### config.mk
export PLATFORM = sky130hd
export DESIGN_NAME = apb_master_interface
export DESIGN_NICKNAME = d
export VERILOG_FILES = /design/src/rtl/apb_bridge_pkg.sv /design/src/rtl/apb_master_interface.sv
export SDC_FILE = /design/constraint.sdc
export NUM_CORES = 1
export LEC_CHECK = 0
export CORE_ASPECT_RATIO = 1.2
export CORE_UTILIZATION = 35
export DETAILED_ROUTE_END_ITERATION = 7
export PLACE_DENSITY = 0.69
export SYNTH_ARGS = -nofsm -noshare
export SYNTH_HDL_FRONTEND = slang
export SYNTH_SLANG_ARGS = --single-unit
export TNS_END_PERCENT = 20
### constraint.sdc
create_clock -name hclk -period 2.1 [get_ports hclk]
set_input_delay 0.42 -clock hclk [delete_from_list [all_inputs] [get_ports hclk]]
set_output_delay 0.42 -clock hclk [all_outputs]
set_load 0.005 [all_outputs]
### src/rtl/apb_bridge_pkg.sv
// Shared definitions for the AHB-to-APB bridge: FSM states, response codes,
// peripheral select codes and the bridge address window.
package apb_bridge_pkg;

  typedef enum logic [2:0] {
    ST_IDLE    = 3'd0,
    ST_READ    = 3'd1,
    ST_RENABLE = 3'd2,
    ST_WWAIT   = 3'd3,
    ST_WRITE   = 3'd4,
    ST_WENABLE = 3'd5
  } apb_state_e;

  localparam logic [1:0] HRESP_OKAY = 2'b00;

  localparam logic [2:0] SEL_P0 = 3'b001;
  localparam logic [2:0] SEL_P1 = 3'b010;
  localparam logic [2:0] SEL_P2 = 3'b100;

  // Each peripheral owns a 64 MB slot starting at its base.
  localparam logic [31:0] P0_BASE    = 32'h8000_0000;
  localparam logic [31:0] P1_BASE    = 32'h8400_0000;
  localparam logic [31:0] P2_BASE    = 32'h8800_0000;
  localparam logic [31:0] BRIDGE_END = 32'h8BFF_FFFF;

  function automatic logic in_enable(input apb_state_e st);
    return (st == ST_RENABLE) || (st == ST_WENABLE);
  endfunction

endpackage

### src/rtl/apb_master_interface.sv
// APB initiator of the AHB-to-APB bridge: runs setup/enable phases for decoded
// AHB transfers and stalls the AHB master until the peripheral completes.
module apb_master_interface
  import apb_bridge_pkg::*;
#(
  parameter int ADDR_W = 32,
  parameter int DATA_W = 32,
  parameter int NSEL   = 3
) (
  input  logic              hclk,
  input  logic              hresetn,
  input  logic              valid,
  input  logic              hwrite,
  input  logic [ADDR_W-1:0] haddr,
  input  logic [DATA_W-1:0] hwdata,
  input  logic [NSEL-1:0]   temp_sel,
  input  logic              pready,
  input  logic [DATA_W-1:0] prdata,
  output logic [NSEL-1:0]   pselx,
  output logic              penable,
  output logic              pwrite,
  output logic [ADDR_W-1:0] paddr,
  output logic [DATA_W-1:0] pwdata,
  output logic              hready_out,
  output logic [DATA_W-1:0] hrdata,
  output logic [1:0]        hresp
);

  apb_state_e        state_r, state_s;
  logic              accept_s;
  logic [ADDR_W-1:0] addr_r, paddr_r, paddr_s;
  logic [NSEL-1:0]   sel_r, sel_s, pselx_r, pselx_s;
  logic              write_r, pwrite_r, pwrite_s, penable_r, penable_s;
  logic [DATA_W-1:0] wdata_r;
  logic              hready_s;

  // A new transfer is taken from idle or from an enable phase that is completing.
  always_comb begin
    accept_s = 1'b0;
    if (valid && (temp_sel != {NSEL{1'b0}})) begin
      if (state_r == ST_IDLE) begin
        accept_s = 1'b1;
      end else if (in_enable(state_r) && pready) begin
        accept_s = 1'b1;
      end else begin
        accept_s = 1'b0;
      end
    end else begin
      accept_s = 1'b0;
    end
  end

  // Next-state logic.
  always_comb begin
    state_s = state_r;
    if (accept_s) begin
      state_s = hwrite ? ST_WWAIT : ST_READ;
    end else begin
      case (state_r)
        ST_IDLE:    state_s = ST_IDLE;
        ST_READ:    state_s = ST_RENABLE;
        ST_RENABLE: state_s = pready ? ST_IDLE : ST_RENABLE;
        ST_WWAIT:   state_s = ST_WRITE;
        ST_WRITE:   state_s = ST_WENABLE;
        ST_WENABLE: state_s = pready ? ST_IDLE : ST_WENABLE;
        default:    state_s = ST_IDLE;
      endcase
    end
  end

  // APB outputs are computed for the next state so they can be registered;
  // paddr and pwrite only change on entry to a setup phase.
  always_comb begin
    sel_s     = accept_s ? temp_sel : sel_r;
    pselx_s   = {NSEL{1'b0}};
    penable_s = 1'b0;
    pwrite_s  = pwrite_r;
    paddr_s   = paddr_r;
    case (state_s)
      ST_READ: begin
        pselx_s  = sel_s;
        pwrite_s = 1'b0;
        paddr_s  = haddr;
      end
      ST_WRITE: begin
        pselx_s  = sel_s;
        pwrite_s = write_r;
        paddr_s  = addr_r;
      end
      ST_RENABLE, ST_WENABLE: begin
        pselx_s   = sel_s;
        penable_s = 1'b1;
      end
      ST_IDLE, ST_WWAIT: begin
        pselx_s   = {NSEL{1'b0}};
        penable_s = 1'b0;
      end
      default: begin
        pselx_s   = {NSEL{1'b0}};
        penable_s = 1'b0;
      end
    endcase
  end

  // State, transfer capture and registered APB outputs.
  always_ff @(posedge hclk or negedge hresetn) begin
    if (!hresetn) begin
      state_r   <= ST_IDLE;
      addr_r    <= {ADDR_W{1'b0}};
      sel_r     <= {NSEL{1'b0}};
      write_r   <= 1'b0;
      wdata_r   <= {DATA_W{1'b0}};
      pselx_r   <= {NSEL{1'b0}};
      penable_r <= 1'b0;
      pwrite_r  <= 1'b0;
      paddr_r   <= {ADDR_W{1'b0}};
    end else begin
      state_r   <= state_s;
      pselx_r   <= pselx_s;
      penable_r <= penable_s;
      pwrite_r  <= pwrite_s;
      paddr_r   <= paddr_s;
      if (accept_s) begin
        addr_r  <= haddr;
        sel_r   <= temp_sel;
        write_r <= hwrite;
      end
      // Write data arrives in the AHB data phase, i.e. the wait cycle.
      if (state_r == ST_WWAIT) begin
        wdata_r <= hwdata;
      end
    end
  end

  // AHB ready: free in idle, follows pready in enable, stalled otherwise.
  always_comb begin
    hready_s = 1'b0;
    case (state_r)
      ST_IDLE:                hready_s = 1'b1;
      ST_RENABLE, ST_WENABLE: hready_s = pready;
      default:                hready_s = 1'b0;
    endcase
  end

  assign pselx      = pselx_r;
  assign penable    = penable_r;
  assign pwrite     = pwrite_r;
  assign paddr      = paddr_r;
  assign pwdata     = wdata_r;
  assign hready_out = hready_s;
  assign hrdata     = prdata;
  assign hresp      = HRESP_OKAY;

endmodule

==> results.tsv <==
metric	value	unit
relSlewSlack	65.3	%
dp_hpwl	7.58	mm
grt_setup_unrepaired	false	
cellPowerDensity	1420	nW/µm²
tritoncts.num_buffers	9	
critPathRequiredTime	2320	ps
avgViaCountPerCell	4.91	
power_switching	2.73	mW
grt_antenna_before_repair	0	
report.final.slew_viol_count	0	
yosys.cell_types.count	31	
postSynth.asyncResetShare	100	%
ctsHoldBuffers	0	
die_width	107	µm
grt_use_total	16.7	%
avgSynthCellArea	11.5	µm²
final_nets	623	
fraction_of_layout_instances_using_a_drive_strength_above_1	15.5	%
cts-root-to-sink-buffers	2	
clk_transition_reported_paths	70	ps
power.share.combinational	41.7	%
ir_drop	0.518	mV
synth-edff-count	0	
ant_nets	0	
worst_pin_slew	520	ps
placed_cells_incl_taps	669	
cts_root_buf	clkbuf_16	
final_common_cell	clkdlybuf4s50_1	
detailedRoute.firstPassIterationCount	4	
cts_htree_levels	3	
yosysSeqAreaShare	58.8	%
cp_cell_sequence	clkdlybuf4s50_1, or3_1, buf_4, nand3_4, buf_12, mux2_2	
period_share	87.2	%
post-route-drc-count	0	
critical_path_data_arrival_time	2050	ps
hold_viol	0	
maxCapViolations	0	
p_seq_share	39.5	%
number_of_standard_cells_after_synthesis	398	
routedWlPerCell	15.6	µm
fillers	1150	
first_global_vias	3590	
port-buffer-count	141	
synth.yosys.warnings	0	
pwr-share-clk	18.8	%
yosys_top_cell_area_share	58.8	%
max_freq	546	MHz
cp-end-kind	flip-flop	
clock_insertion_delay_at_the_later_pin_of_the_skew_report	340	ps
clock_sinks	108	
critical_path_slowest_stage_cell	or3_1	
num_rows	45	
critPathMaxStageDelay	420	ps
grt_max_degree	41	
worstPathMaxFanout	17	
ys_dominant_reg_cell	dfrtp_1	
finalSetupViolCount	0	
post_synth_instance_area	4590	µm²
p_int	6.42	mW
area_delta_synth_final	40.1	%
total_power	9.15	mW
place_congestion	0.776	
cellLeakagePower	3.02	nW
critical_path_class	input port to flip-flop	
switching_share	29.8	%
vias	3376	
die_height	127	µm
top_library_cells_by_usage_in_the_layout_fill_and_taps_aside	clkdlybuf4s50_1 (138), dfrtp_1 (108), nand2_1 (104), and3_1 (33)	
worstHoldPathType	input port to asynchronous set/reset pin	
timing.critical_path.from_type	input port	
floorplan.io_pins	208	
tritoncts	yes	
flip_flop_and_latch_count_after_synthesis	108	
initial_utilization	36.1	%
coreArea	12700	µm²
routed_wirelength	10.8	mm
layout.cells.non_filler	688	
drtIter0Drc	130	
synth.area.top_cells	dfrtp_1 (59%), nand2_1 (8.5%), mux2_2 (7.8%), a221o_1 (7.0%), buf_4 (5.6%)	
num_antenna_cells	0	
outcome	finished clean	
yosysTopAreaCell	dfrtp_1	
global_route_wire_length_before_repair	17.8	mm
min_period	1830	ps
die_ar	13600	µm²
grt_overflow	0	
finalClockSkew	8.51	ps
[cells in the mapped netlist (5+ instances only)]
master and count:
clkbuf_1 9, mux2_2 32, buf_6 6, and3_1 33
a221o_1 32, nand2_1 104, dfrtp_1 108, buf_4 34
buf_2 5
[layout make-up]
type / instances / area (µm²) / share of cell area [%]
Clock buffer: 11 / 253 / 3.93
Sequential cell: 108 / 2700 / 42.0
Tap cell: 164 / 205 / 3.19
Multi-Input combinational cell: 230 / 1500 / 23.3
Clock inverter: 5 / 60.1 / 0.933
Timing Repair Buffer: 166 / 1700 / 26.4
Inverter: 4 / 15.0 / 0.233
[per-layer routing]
| layer | track usage, % | wire length, µm | share of wire [%] |
|---|---|---|---|
| met4 | 7.33 | 224 | 2.1 |
| met2 | 28.0 | 5360 | 50 |
| met1 | 19.7 | 4380 | 41 |
| met5 | 0 | 0 | 0 |
| met3 | 4.95 | 786 | 7.3 |
[metrics by stage]
step / setup slack, ps / cell area [µm²] / TNS (ps) / util (%) / hold WS (ps)
2_1_floorplan: 352 / 4600 / 0 / - / 124
3_3_place_gp: -142 / 6090 / -2870 / 47.9 / 431
3_5_place_dp: -165 / 6090 / -4460 / 47.9 / 429
4_1_cts: 8.00 / 6420 / 0 / 50.5 / 67.1
5_1_grt: 237 / 6430 / 0 / 50.6 / 81.6
6_report: 269 / 6430 / 0 / 50.6 / 48.7
[critical path, delay by kind of cell]
kind,cells,cell delay [ps]
buf+inv,3,740
simple gates,2,530
mux,1,350
[repair_timing]
action,CTS,global route
pin swaps,0,1
gates resized for setup,2,1
setup buffers,2,1
setup endpoints to repair,1,1
[cell families after synthesis]
group,share of synthesized area [%]
flip-flops,58.8
multiplexers,7.85
AO/OA/AOI/OAI,9.26
buffers and inverters,8.88
AND/OR/NAND/NOR,15.1
other,0.0816
[path summary, 6_finish.rpt]
path	start	endpoint	slack, ps	depth (start not counted)
setup / recovery	temp_sel[0]	addr_r[14]	270	6
hold / removal	hresetn	addr_r[25]	50	1
setup reg to reg	state_r[1]	pselx[0]	320	8
hold reg to reg	pwdata[0]	pwdata[0]	470	2
max in group asynchronous	hresetn	paddr[2]	1390	2
min in group hclk	pwdata[0]	pwdata[0]	470	2
[power by group through the flow]
| stage | clock (mW) | sequential (mW) | combinational (mW) |
|---|---|---|---|
| after CTS | 1.78 | 3.61 | 3.87 |
| after floorplan | 0 | 3.60 | 1.76 |
| after detailed placement | 0 | 3.63 | 3.82 |
| after global routing | 1.85 | 3.73 | 4.20 |
| after global placement | 0 | 3.59 | 3.72 |
| final | 1.72 | 3.61 | 3.81 |
[registers in the layout, indices dropped and copies added, names as in the netlist]
name and count:
addr_r 32, paddr 32, pwdata 32, pselx 3, sel_r 3, state_r 3
penable 1, pwrite 1, write_r 1
(Power assumes the default switching activity.)
